<file path="src/rtl/dds_cmd_pkg.sv">
// Shared constants and FSM encoding for the DDS command scheduler.
package dds_cmd_pkg;

    localparam int FRAME_W   = 48;
    localparam int PAYLOAD_W = 32;

    localparam logic [7:0] CMD_PINC_SET = 8'hAA;
    localparam logic [7:0] CMD_AMPL_SET = 8'hBA;
    localparam logic [7:0] CMD_CHECK    = 8'hCC;

    localparam logic [7:0] STS_OK   = 8'h55;
    localparam logic [7:0] STS_FAIL = 8'hAA;

    localparam logic [7:0] CRC_POLY = 8'h07;

    typedef enum logic [2:0] {
        ST_IDLE,
        ST_POP,
        ST_CRC,
        ST_CHECK,
        ST_WAIT_SYNC,
        ST_COMMIT
    } state_t;

endpackage

</file>
<file path="src/rtl/dds_cmd_scheduler_if.sv">
// Frame input, DDS sync and status/DDS outputs of the command scheduler.
interface dds_cmd_scheduler_if #(
    parameter int PINC_W = 32,
    parameter int AMPL_W = 12
) ();

    logic              i_Frame_DV;
    logic [47:0]       i_Frame;
    logic              i_Dds_Sync;
    logic [PINC_W-1:0] o_Pinc;
    logic [AMPL_W-1:0] o_Ampl;
    logic              o_Update;
    logic [7:0]        o_Status;
    logic              o_Status_DV;
    logic              o_Overflow;
    logic [7:0]        o_Err_Cnt;
    logic              o_Busy;

    // SPI receive path / DDS core side
    modport master (
        output i_Frame_DV, i_Frame, i_Dds_Sync,
        input  o_Pinc, o_Ampl, o_Update, o_Status, o_Status_DV,
               o_Overflow, o_Err_Cnt, o_Busy
    );

    // Scheduler side
    modport slave (
        input  i_Frame_DV, i_Frame, i_Dds_Sync,
        output o_Pinc, o_Ampl, o_Update, o_Status, o_Status_DV,
               o_Overflow, o_Err_Cnt, o_Busy
    );

endinterface

</file>
<file path="src/rtl/dds_cmd_fifo.sv">
// Synchronous command FIFO. The head entry is presented through a register,
// so it becomes valid two cycles after it is written; the scheduler never
// pops sooner than that. A write while full is accepted if a pop happens in
// the same cycle.
module dds_cmd_fifo #(
    parameter int DEPTH = 4,
    parameter int WIDTH = 48
) (
    input  logic             i_Clk,
    input  logic             i_Rst,
    input  logic             i_Wr,
    input  logic [WIDTH-1:0] i_Wr_Data,
    input  logic             i_Rd,
    output logic [WIDTH-1:0] o_Rd_Data,
    output logic             o_Full,
    output logic             o_Empty
);

    localparam int AW = $clog2(DEPTH);

    logic [WIDTH-1:0] mem [DEPTH];
    logic [AW:0]      wr_ptr_reg;
    logic [AW:0]      rd_ptr_reg;
    logic [WIDTH-1:0] rd_data_reg;
    logic             wr_en;
    logic             rd_en;

    assign o_Empty   = (wr_ptr_reg == rd_ptr_reg);
    assign o_Full    = (wr_ptr_reg[AW] != rd_ptr_reg[AW]) &&
                       (wr_ptr_reg[AW-1:0] == rd_ptr_reg[AW-1:0]);
    assign wr_en     = i_Wr && (!o_Full || i_Rd);
    assign rd_en     = i_Rd && !o_Empty;
    assign o_Rd_Data = rd_data_reg;

    // Pointer update; the extra MSB distinguishes full from empty
    always_ff @(posedge i_Clk) begin
        if (i_Rst) begin
            wr_ptr_reg <= '0;
            rd_ptr_reg <= '0;
        end else begin
            if (wr_en) wr_ptr_reg <= wr_ptr_reg + (AW+1)'(1);
            if (rd_en) rd_ptr_reg <= rd_ptr_reg + (AW+1)'(1);
        end
    end

    // Storage write and registered head read
    always_ff @(posedge i_Clk) begin
        if (wr_en) mem[wr_ptr_reg[AW-1:0]] <= i_Wr_Data;
        rd_data_reg <= mem[rd_ptr_reg[AW-1:0]];
    end

endmodule

</file>
<file path="src/rtl/dds_cmd_scheduler.sv">
// Queues SPI command frames, checks their CRC-8 bit-serially, and commits
// DDS phase increment / amplitude only on the accumulator wrap strobe (or a
// timeout). Produces a status byte for the next MISO reply.
module dds_cmd_scheduler
    import dds_cmd_pkg::*;
#(
    parameter int FIFO_DEPTH   = 4,
    parameter int PINC_W       = 32,
    parameter int AMPL_W       = 12,
    parameter int SYNC_TIMEOUT = 1023
) (
    input  logic                i_Clk,
    input  logic                i_Rst,
    dds_cmd_scheduler_if.slave  bus
);

    localparam int                WAIT_W   = $clog2(SYNC_TIMEOUT + 1);
    localparam logic [WAIT_W-1:0] WAIT_MAX = WAIT_W'(SYNC_TIMEOUT);

    state_t               state_reg, state_next;
    logic [FRAME_W-1:0]   frame_reg;
    logic [PAYLOAD_W-1:0] shift_reg;
    logic [7:0]           crc_reg;
    logic [4:0]           bit_cnt_reg;
    logic [WAIT_W-1:0]    wait_cnt_reg;

    logic [PINC_W-1:0]    pinc_reg;
    logic [AMPL_W-1:0]    ampl_reg;
    logic                 update_reg;
    logic [7:0]           status_reg;
    logic                 status_dv_reg;
    logic                 overflow_reg;
    logic [7:0]           err_cnt_reg;
    logic                 busy_reg;

    logic                 fifo_rd;
    logic                 fifo_full;
    logic                 fifo_empty;
    logic [FRAME_W-1:0]   fifo_head;

    logic                 sts_pulse;
    logic                 sts_fail;
    logic                 err_inc;
    logic                 commit;
    logic [7:0]           cmd;
    logic                 crc_fb;
    logic [7:0]           crc_step;

    assign cmd = frame_reg[47:40];

    dds_cmd_fifo #(
        .DEPTH (FIFO_DEPTH),
        .WIDTH (FRAME_W)
    ) u_fifo (
        .i_Clk     (i_Clk),
        .i_Rst     (i_Rst),
        .i_Wr      (bus.i_Frame_DV),
        .i_Wr_Data (bus.i_Frame),
        .i_Rd      (fifo_rd),
        .o_Rd_Data (fifo_head),
        .o_Full    (fifo_full),
        .o_Empty   (fifo_empty)
    );

    // One CRC-8 step per payload bit, MSB first: shift left, fold in the polynomial
    assign crc_fb      = crc_reg[7] ^ shift_reg[PAYLOAD_W-1];
    assign crc_step[0] = crc_fb & CRC_POLY[0];
    generate
        for (genvar gi = 1; gi < 8; gi++) begin : g_crc_bit
            assign crc_step[gi] = crc_reg[gi-1] ^ (crc_fb & CRC_POLY[gi]);
        end
    endgenerate

    // Next-state and per-cycle control decode
    always_comb begin
        state_next = state_reg;
        fifo_rd    = 1'b0;
        sts_pulse  = 1'b0;
        sts_fail   = 1'b0;
        err_inc    = 1'b0;
        commit     = 1'b0;
        case (state_reg)
            ST_IDLE: begin
                if (!fifo_empty) state_next = ST_POP;
            end
            ST_POP: begin
                fifo_rd    = 1'b1;
                state_next = (fifo_head[47:40] == CMD_CHECK) ? ST_CHECK : ST_CRC;
            end
            ST_CRC: begin
                if (bit_cnt_reg == 5'd31) state_next = ST_CHECK;
            end
            ST_CHECK: begin
                state_next = ST_IDLE;
                if (cmd == CMD_CHECK) begin
                    sts_pulse = 1'b1;
                end else if (crc_reg != frame_reg[7:0]) begin
                    sts_pulse = 1'b1;
                    sts_fail  = 1'b1;
                    err_inc   = 1'b1;
                end else if (cmd == CMD_PINC_SET || cmd == CMD_AMPL_SET) begin
                    state_next = ST_WAIT_SYNC;
                end else begin
                    sts_pulse = 1'b1;
                    sts_fail  = 1'b1;
                end
            end
            ST_WAIT_SYNC: begin
                // Outputs load on this edge so the new value appears the cycle after the strobe
                if (bus.i_Dds_Sync || wait_cnt_reg == WAIT_MAX) begin
                    commit     = 1'b1;
                    state_next = ST_COMMIT;
                end
            end
            ST_COMMIT: begin
                state_next = ST_IDLE;
            end
            default: begin
                state_next = ST_IDLE;
            end
        endcase
    end

    // State register, frame latch, serial CRC and sync wait counter
    always_ff @(posedge i_Clk) begin
        if (i_Rst) begin
            state_reg    <= ST_IDLE;
            frame_reg    <= '0;
            shift_reg    <= '0;
            crc_reg      <= '0;
            bit_cnt_reg  <= '0;
            wait_cnt_reg <= '0;
        end else begin
            state_reg <= state_next;
            if (state_reg == ST_POP) begin
                frame_reg   <= fifo_head;
                shift_reg   <= fifo_head[39:8];
                crc_reg     <= '0;
                bit_cnt_reg <= '0;
            end else if (state_reg == ST_CRC) begin
                crc_reg     <= crc_step;
                shift_reg   <= {shift_reg[PAYLOAD_W-2:0], 1'b0};
                bit_cnt_reg <= bit_cnt_reg + 5'd1;
            end
            wait_cnt_reg <= (state_reg == ST_WAIT_SYNC) ? wait_cnt_reg + WAIT_W'(1) : '0;
        end
    end

    // Registered outputs: DDS values, status, pulses, error count and busy
    always_ff @(posedge i_Clk) begin
        if (i_Rst) begin
            pinc_reg      <= '0;
            ampl_reg      <= '0;
            update_reg    <= 1'b0;
            status_reg    <= STS_FAIL;
            status_dv_reg <= 1'b0;
            overflow_reg  <= 1'b0;
            err_cnt_reg   <= '0;
            busy_reg      <= 1'b0;
        end else begin
            update_reg    <= commit;
            status_dv_reg <= sts_pulse || commit;
            overflow_reg  <= bus.i_Frame_DV && fifo_full && !fifo_rd;
            busy_reg      <= (state_next != ST_IDLE) || !fifo_empty || bus.i_Frame_DV;
            if (sts_fail) status_reg <= STS_FAIL;
            if (commit) begin
                status_reg <= STS_OK;
                if (cmd == CMD_PINC_SET) pinc_reg <= frame_reg[8 +: PINC_W];
                if (cmd == CMD_AMPL_SET) ampl_reg <= frame_reg[8 +: AMPL_W];
            end
            if (err_inc && err_cnt_reg != 8'hFF) err_cnt_reg <= err_cnt_reg + 8'd1;
        end
    end

    assign bus.o_Pinc      = pinc_reg;
    assign bus.o_Ampl      = ampl_reg;
    assign bus.o_Update    = update_reg;
    assign bus.o_Status    = status_reg;
    assign bus.o_Status_DV = status_dv_reg;
    assign bus.o_Overflow  = overflow_reg;
    assign bus.o_Err_Cnt   = err_cnt_reg;
    assign bus.o_Busy      = busy_reg;

endmodule

</file>
<file path="src/flat_wrapper.sv">
// flat-port wrapper written by rule: the top's interface ports become plain ports
module dds_cmd_scheduler_flat import dds_cmd_pkg::*;
#(
    parameter int FIFO_DEPTH   = 4,
    parameter int PINC_W       = 32,
    parameter int AMPL_W       = 12,
    parameter int SYNC_TIMEOUT = 1023
)
  (i_Clk, i_Rst, bus_i_Frame_DV, bus_i_Frame, bus_i_Dds_Sync, bus_o_Pinc, bus_o_Ampl, bus_o_Update, bus_o_Status, bus_o_Status_DV, bus_o_Overflow, bus_o_Err_Cnt, bus_o_Busy);
  dds_cmd_scheduler_if #(.PINC_W(PINC_W), .AMPL_W(AMPL_W)) bus_i ();
  input  logic i_Clk;
  input  logic i_Rst;
  input wire logic [$bits(bus_i.i_Frame_DV)-1:0] bus_i_Frame_DV;
  input wire logic [$bits(bus_i.i_Frame)-1:0] bus_i_Frame;
  input wire logic [$bits(bus_i.i_Dds_Sync)-1:0] bus_i_Dds_Sync;
  output wire logic [$bits(bus_i.o_Pinc)-1:0] bus_o_Pinc;
  output wire logic [$bits(bus_i.o_Ampl)-1:0] bus_o_Ampl;
  output wire logic [$bits(bus_i.o_Update)-1:0] bus_o_Update;
  output wire logic [$bits(bus_i.o_Status)-1:0] bus_o_Status;
  output wire logic [$bits(bus_i.o_Status_DV)-1:0] bus_o_Status_DV;
  output wire logic [$bits(bus_i.o_Overflow)-1:0] bus_o_Overflow;
  output wire logic [$bits(bus_i.o_Err_Cnt)-1:0] bus_o_Err_Cnt;
  output wire logic [$bits(bus_i.o_Busy)-1:0] bus_o_Busy;
  assign bus_i.i_Frame_DV = bus_i_Frame_DV;
  assign bus_i.i_Frame = bus_i_Frame;
  assign bus_i.i_Dds_Sync = bus_i_Dds_Sync;
  assign bus_o_Pinc = bus_i.o_Pinc;
  assign bus_o_Ampl = bus_i.o_Ampl;
  assign bus_o_Update = bus_i.o_Update;
  assign bus_o_Status = bus_i.o_Status;
  assign bus_o_Status_DV = bus_i.o_Status_DV;
  assign bus_o_Overflow = bus_i.o_Overflow;
  assign bus_o_Err_Cnt = bus_i.o_Err_Cnt;
  assign bus_o_Busy = bus_i.o_Busy;
  dds_cmd_scheduler #(.FIFO_DEPTH(FIFO_DEPTH), .PINC_W(PINC_W), .AMPL_W(AMPL_W), .SYNC_TIMEOUT(SYNC_TIMEOUT)) u_core (.i_Clk(i_Clk), .i_Rst(i_Rst), .bus(bus_i));
endmodule
</file>
<file path="config.mk">
export PLATFORM = sky130hd
export DESIGN_NAME = dds_cmd_scheduler_flat
export DESIGN_NICKNAME = d
export VERILOG_FILES = /design/src/rtl/dds_cmd_pkg.sv /design/src/rtl/dds_cmd_scheduler_if.sv /design/src/rtl/dds_cmd_fifo.sv /design/src/rtl/dds_cmd_scheduler.sv /design/src/flat_wrapper.sv
export SDC_FILE = /design/constraint.sdc
export NUM_CORES = 1
export LEC_CHECK = 0
export CAP_MARGIN = 20
export CORE_MARGIN = 2
export CORE_UTILIZATION = 55
export CTS_BUF_LIST = sky130_fd_sc_hd__clkbuf_4 sky130_fd_sc_hd__clkbuf_8
export CTS_CLUSTER_SIZE = 30
export DETAILED_ROUTE_END_ITERATION = 6
export PLACE_DENSITY_LB_ADDON = 0.05
export SLEW_MARGIN = 10
export SYNTH_ARGS = -nofsm -noshare
export SYNTH_HDL_FRONTEND = slang
export SYNTH_HIERARCHICAL = 1
export SYNTH_SLANG_ARGS = --single-unit
export TNS_END_PERCENT = 50
</file>
<file path="constraint.sdc">
create_clock -name i_Clk -period 4.3 [get_ports i_Clk]
set_input_delay 0.86 -clock i_Clk [delete_from_list [all_inputs] [get_ports i_Clk]]
set_output_delay 0.86 -clock i_Clk [all_outputs]
set_load 0.02 [all_outputs]
</file>
==> flow_metrics.tcl <==
set metrics [dict create \
    gp_congestion 0.771 \
    pre_cts_slack_ps 1260 \
    cpPeakStageDelay_ps 780 \
    antenna_found_initial 0 \
    startpoint_type "flip-flop" \
    dr.pass1.iters 5 \
    syn_area_mm2 0.0148 \
    area_growth_pct 18.7 \
    async_reset_ff_share_pct 0 \
    critPathRequiredTime_ps 4780 \
    cts-root-buf "clkbuf_8" \
    min_period_ps 2600 \
    die_w_um 168 \
    portBuffers 115 \
    yosys-top-cells-count "257 x nand2_1, 218 x dfxtp_1, 192 x edfxtp_1" \
    synthFlopType "dfxtp_1" \
    clock-skew-final_ps 20.9 \
    met3_usage_pct 3.93 \
    fin_tns_setup_ps 0 \
    cts_tree "done" \
    cts_sinks 410 \
    grt_max_degree 113 \
    reg2reg_setup_slack_ps 1700 \
    cp_max_fo 112 \
    path_cells "nand2b_1, nand2b_4, buf_4, nand2_1, nor3_1" \
    busiest_layer "met1" \
    period_share_pct 60.4 \
    largest_register_ffs 192 \
    fp.coreArea_mm2 0.0267 \
    holdBufCountCts 0 \
    post_cts_resize_count 0 \
    routed_wl_mm 28.2 \
    synth_edf_count 192 \
    post_cts_buffers 0 \
    vdd_drop_max_mv 0.250 \
    ys_types 56 \
    design_area_mm2 0.0176 \
    cts-buffers-inserted 66 \
    end_kind "flip-flop" \
    min_path_cells 2 \
    grt_pass1_wl_mm 45.3 \
    gr-total-overflow 0 \
    hold_end "u_core/frame_reg[2]" \
    via_per_inst 5.35 \
    nNetsFinal 1327 \
    power_leakage_nw 5.95 \
    remaining_drc_errors 0 \
    ys_warn_count 6 \
    synth.most_common_cell "nand2_1" \
    hpwlAfterDp_mm 17.4 \
    clk_latency_ps 580 \
    hp-start "u_core/u_fifo/o_Rd_Data[2]" \
    met2_usage_pct 29.6 \
    die_h_um 168 \
    cts_max_level 3 \
    synth_largest_area_cell "edfxtp_1" \
    grt_use_met1_pct 30.4 \
    rows 60 \
    rr_startpoint "u_core/state_reg[1]" \
    syn_nets 1202 \
    slew_violations 0 \
    max_clock_freq_ghz 0.385 \
    synthTopCellsByArea "edfxtp_1 39%, dfxtp_1 29%, mux4_2 7.3%" \
    detail_route.wl_per_cell_um 17.1 \
    dieArea_mm2 0.0283 \
    postSynthAreaPerCell_um2 13.0 \
    vias 8867 \
    drt-initial-drc-count 709 \
    hold_ws_ps 444 \
    rsz0062_at_grt "false" \
    reg2reg_depth 5 \
    synth.yosys.seq_area_share_pct 68.3 \
    worst-setup-path-type "reg -> reg" \
    slew_headroom_pct 27.1 \
    grt_pass1_vias 8576 \
    finalHoldViolations 0 \
    hp-class "reg -> reg" \
    timing.max_cap.violations 0 \
    n_antenna_cell 0 \
    drive_gt1_share_pct 14.9 \
    setup_viol_count_final 0 \
    synth_top_area_share_pct 38.9 \
    path_clk_slew_ps 60 \
    worstReg2RegEnd "u_core/crc_reg[0]" \
    synthCells 1141 \
    ios 116 \
    dpl_cell_area_mm2 0.0162 \
    ant_nets 0 \
    status "complete, no violations" \
    critical_path_arrival_ps 3080 \
    ys_ff_latch 410 \
    slowest_stage "buf_4" \
    grt_util_all_layers_pct 20.2 \
    power.density_mw_per_mm2 505 \
    worst_pin_slew_ps 1090 \
    floorplan.initialDensity_pct 55.5 \
    worst_slack_ps 1700 \
    clock_path_buffers 3 \
]
-- final cells by class --
type	instances	area, µm²
repair buffers	130	1290
multi-input cells	644	4330
well taps	341	427
fillers	2056	9110
clock inverters	15	134
flip-flops and latches	410	10100
inverters	14	52.6
clock buffers	102	1250
-- metrics by stage --
stage / util [%] / power (mW) / instances
2_1_floorplan: - / 5.26 / 1141
3_3_place_gp: 60.7 / 5.55 / 1538
3_5_place_dp: 60.7 / 5.57 / 1538
4_1_cts: 65.9 / 9.00 / 1655
5_1_grt: 65.9 / 9.30 / 1656
6_report: 65.9 / 8.90 / 1656
-- cell families after synthesis --
family / after synthesis / share of synthesized area [%]
flops: 410 / 68.3
simple gates: 388 / 11.1
compound gates: 154 / 6.69
buf+inv: 87 / 2.82
mux: 67 / 8.62
xor+xnor: 26 / 1.76
fa+ha+maj: 9 / 0.759
-- critical path: cells and delay by family, from the launching register on --
family        cells  cell delay [ps]
flops             1              500
buf+inv           1              780
simple gates      4             1210
-- worst max-delay path by stage --
stage | startpoint | to | slack [ps] | cells after the start
after detailed placement | bus_i_Frame_DV | u_core/u_fifo/mem[1][20] | 1260 | 5
final | u_core/state_reg[1] | u_core/crc_reg[0] | 1700 | 5
after CTS | u_core/state_reg[1] | u_core/crc_reg[0] | 1620 | 5
after global routing | u_core/state_reg[1] | u_core/crc_reg[0] | 1410 | 5
after global placement | bus_i_Frame_DV | u_core/u_fifo/mem[1][46] | 1300 | 5
after floorplan | u_core/state_reg[0] | u_core/u_fifo/wr_ptr_reg[2] | 1020 | 9
-- cells in the final DEF, fill, tap and decap left out, types with 25 or more instances in the layout --
cell / instances
nand2_1: 257
dfxtp_1: 216
edfxtp_1: 192
clkdlybuf4s50_1: 114
a21oi_1: 97
clkbuf_8: 77
nor2_1: 77
mux4_2: 48
a311oi_1: 31
clkbuf_4: 25
-- where the power goes --
part           switching [mW]  internal (mW)
sequential              0.195           4.43
clock                    1.44           1.97
combinational           0.511          0.348
-- layer usage --
metal  vias to the layer above  part of all wire, %
met5                         -                    0
met4                         0                  1.9
met3                        51                  4.6
met2                       229                   44
met1                      4256                   49
li1                       4331                    -
Note: power is estimated with default switching activity, not from simulation.
==> variant, RTL diff (config.mk and constraints unchanged) <==
Re-encode `state_t` (6 states) as one-hot, 6 bits wide.
--- a/src/rtl/dds_cmd_pkg.sv
+++ b/src/rtl/dds_cmd_pkg.sv
@@ -14,11 +14,11 @@
     localparam logic [7:0] CRC_POLY = 8'h07;
 
-    typedef enum logic [2:0] {
-        ST_IDLE,
-        ST_POP,
-        ST_CRC,
-        ST_CHECK,
-        ST_WAIT_SYNC,
-        ST_COMMIT
+    typedef enum logic [5:0] {
+        ST_IDLE      = 6'b000001,
+        ST_POP       = 6'b000010,
+        ST_CRC       = 6'b000100,
+        ST_CHECK     = 6'b001000,
+        ST_WAIT_SYNC = 6'b010000,
+        ST_COMMIT    = 6'b100000
     } state_t;
 
Behaviour: same outputs for any inputs over 4 cycles, from zero or initial values and one cycle with i_Rst high; so few cycles prove little.
==> variant against the unedited design <==
Sequential cell count rose by 3; clock skew fell by 0.0024 ns; synthesized area rose by 1.1%; count of clock-buffer cells in the layout rose by 3; total power fell by 8.7%; design area rose by 0.66%; clock power fell by 6%; worst setup slack got worse by 0.23 ns; wire length fell by 0.66%; critical endpoint is now u_core/u_fifo/mem[2][3].
==> variant: results (changes against the unedited design) <==
The TritonCTS buffer count came out at 68 (was 66). The number of global-route vias before repair was 8,615 (was 8,576); the global routing usage summed across all routing layers was 20.0% (was 20.2%). The largest clock skew in the final design came out at 0.0185 ns (was 0.0209 ns). The share of layout cells above drive strength 1 works out to 15.4% (was 14.9%).

Post-synth top cells: nand2_1 (250), dfxtp_1 (221), edfxtp_1 (192) (was nand2_1 (257), dfxtp_1 (218), edfxtp_1 (192)). For the placer's final routability congestion estimate, the log shows 0.744 (was 0.771). The startpoint of the worst hold path was u_core/u_fifo/o_Rd_Data[3] (was u_core/u_fifo/o_Rd_Data[2]).

The cell area reported after detailed placement is 16,400 um2 (was 16,200 um2), and the number of fillers in the final layout is 2,111 (was 2,056). The run gives 744 (was 709) as the DRC marker count from the first detailed-route iteration. The synthesized area per cell is 12.9 um2 (was 13.0 um2). The run finished with clean final reports. Start of the worst register-to-register path: u_core/state_reg[2] (was u_core/state_reg[1]). For the pre-CTS worst setup slack, the log shows 1.27 ns (was 1.26 ns). The slowest cell on the critical path is and2_2 (was buf_4). Data arrival time of the critical path: 3.07 ns (was 3.08 ns). The transition time at the pin with the least slew margin works out to 1.02 ns (was 1.09 ns). The run gives 0.55 ns (was 0.58 ns) as the clock latency reported for the late side of the worst-skew pair. The count of placed standard cells in the final layout, fillers left out was 1,669 (was 1,656); the layout net count was 1,345 (was 1,327). The largest stage delay on the critical path was 0.65 ns (was 0.78 ns). The run gives 0 (unchanged) as the initial antenna violation count. The run gives 114 (was 113) as the pin count of the biggest net entering global routing. The leakage dissipation is 5.83 nW (was 5.95 nW), and the peak ir drop on the vdd network is 0.358 mV (was 0.250 mV).

The area occupied by multi-input gates is 4470 um2 (was 4330 um2), and the largest driver fanout on the critical path is 26 (was 112). Number of distinct library cells after synthesis: 57 (was 56). The run gives 16,900 um (was 17,400 um) as the total half-perimeter wirelength after legalization and detailed placement.
[variant: per-layer routing]
metal / global-route usage [%] / vias to the layer above / routed length (um)
met4: 6.43 / 0 / 462
met3: 3.59 / 46 / 1640
met5: 0 / - / 0
met1: 30.1 / 4285 / 13600
li1: - / 4393 / -
met2: 29.9 / 257 / 12400
[variant: final cells by class]
| type | instances | share of cell area (%) |
|---|---|---|
| clock inverters | 9 | 0.339 |
| multi-input cells | 662 | 25.2 |
| well taps | 341 | 2.41 |
| clock buffers | 105 | 6.92 |
| repair buffers | 130 | 7.44 |
| flip-flops and latches | 413 | 57.5 |
| inverters | 9 | 0.191 |
[variant: worst paths after layout]
kind | to | slack, ns | cells after the start
worst max-delay path | u_core/u_fifo/mem[2][3] | 1.47 | 7
worst min-delay path | u_core/frame_reg[3] | 0.42 | 2
worst max register to register | u_core/u_fifo/mem[2][3] | 1.47 | 7
worst min register to register | u_core/frame_reg[3] | 0.42 | 2
[variant: cell families (layout without fill, tap and decap cells)]
family                     after synthesis  count (layout)  share of synthesized area (%)
DFF                                    413             413                           67.9
and+or+nand+nor                        409             409                           12.0
AOI/OAI and AO/OA                      147             147                           6.19
buffers and inverters                   84             253                           2.58
muxes                                   70              70                           8.76
xor gates and xnor gates                27              27                           1.80
adders and majority gates                9               9                          0.751
[variant: power breakdown]
| part | internal [mW] | total, mW | switching [mW] |
|---|---|---|---|
| registers | 4.34 | 4.44 | 0.0996 |
| clock network | 1.81 | 3.21 | 1.40 |
| logic | 0.200 | 0.474 | 0.274 |
| total | 6.35 | 8.12 | 1.77 |
[variant: worst max-delay path, delay by kind of cell, from the launching register on]
family                 cells  cell delay, ns
AOI/OAI and AO/OA          1            0.29
buffers and inverters      3            0.46
DFF                        1            0.39
and+or+nand+nor            3            1.35
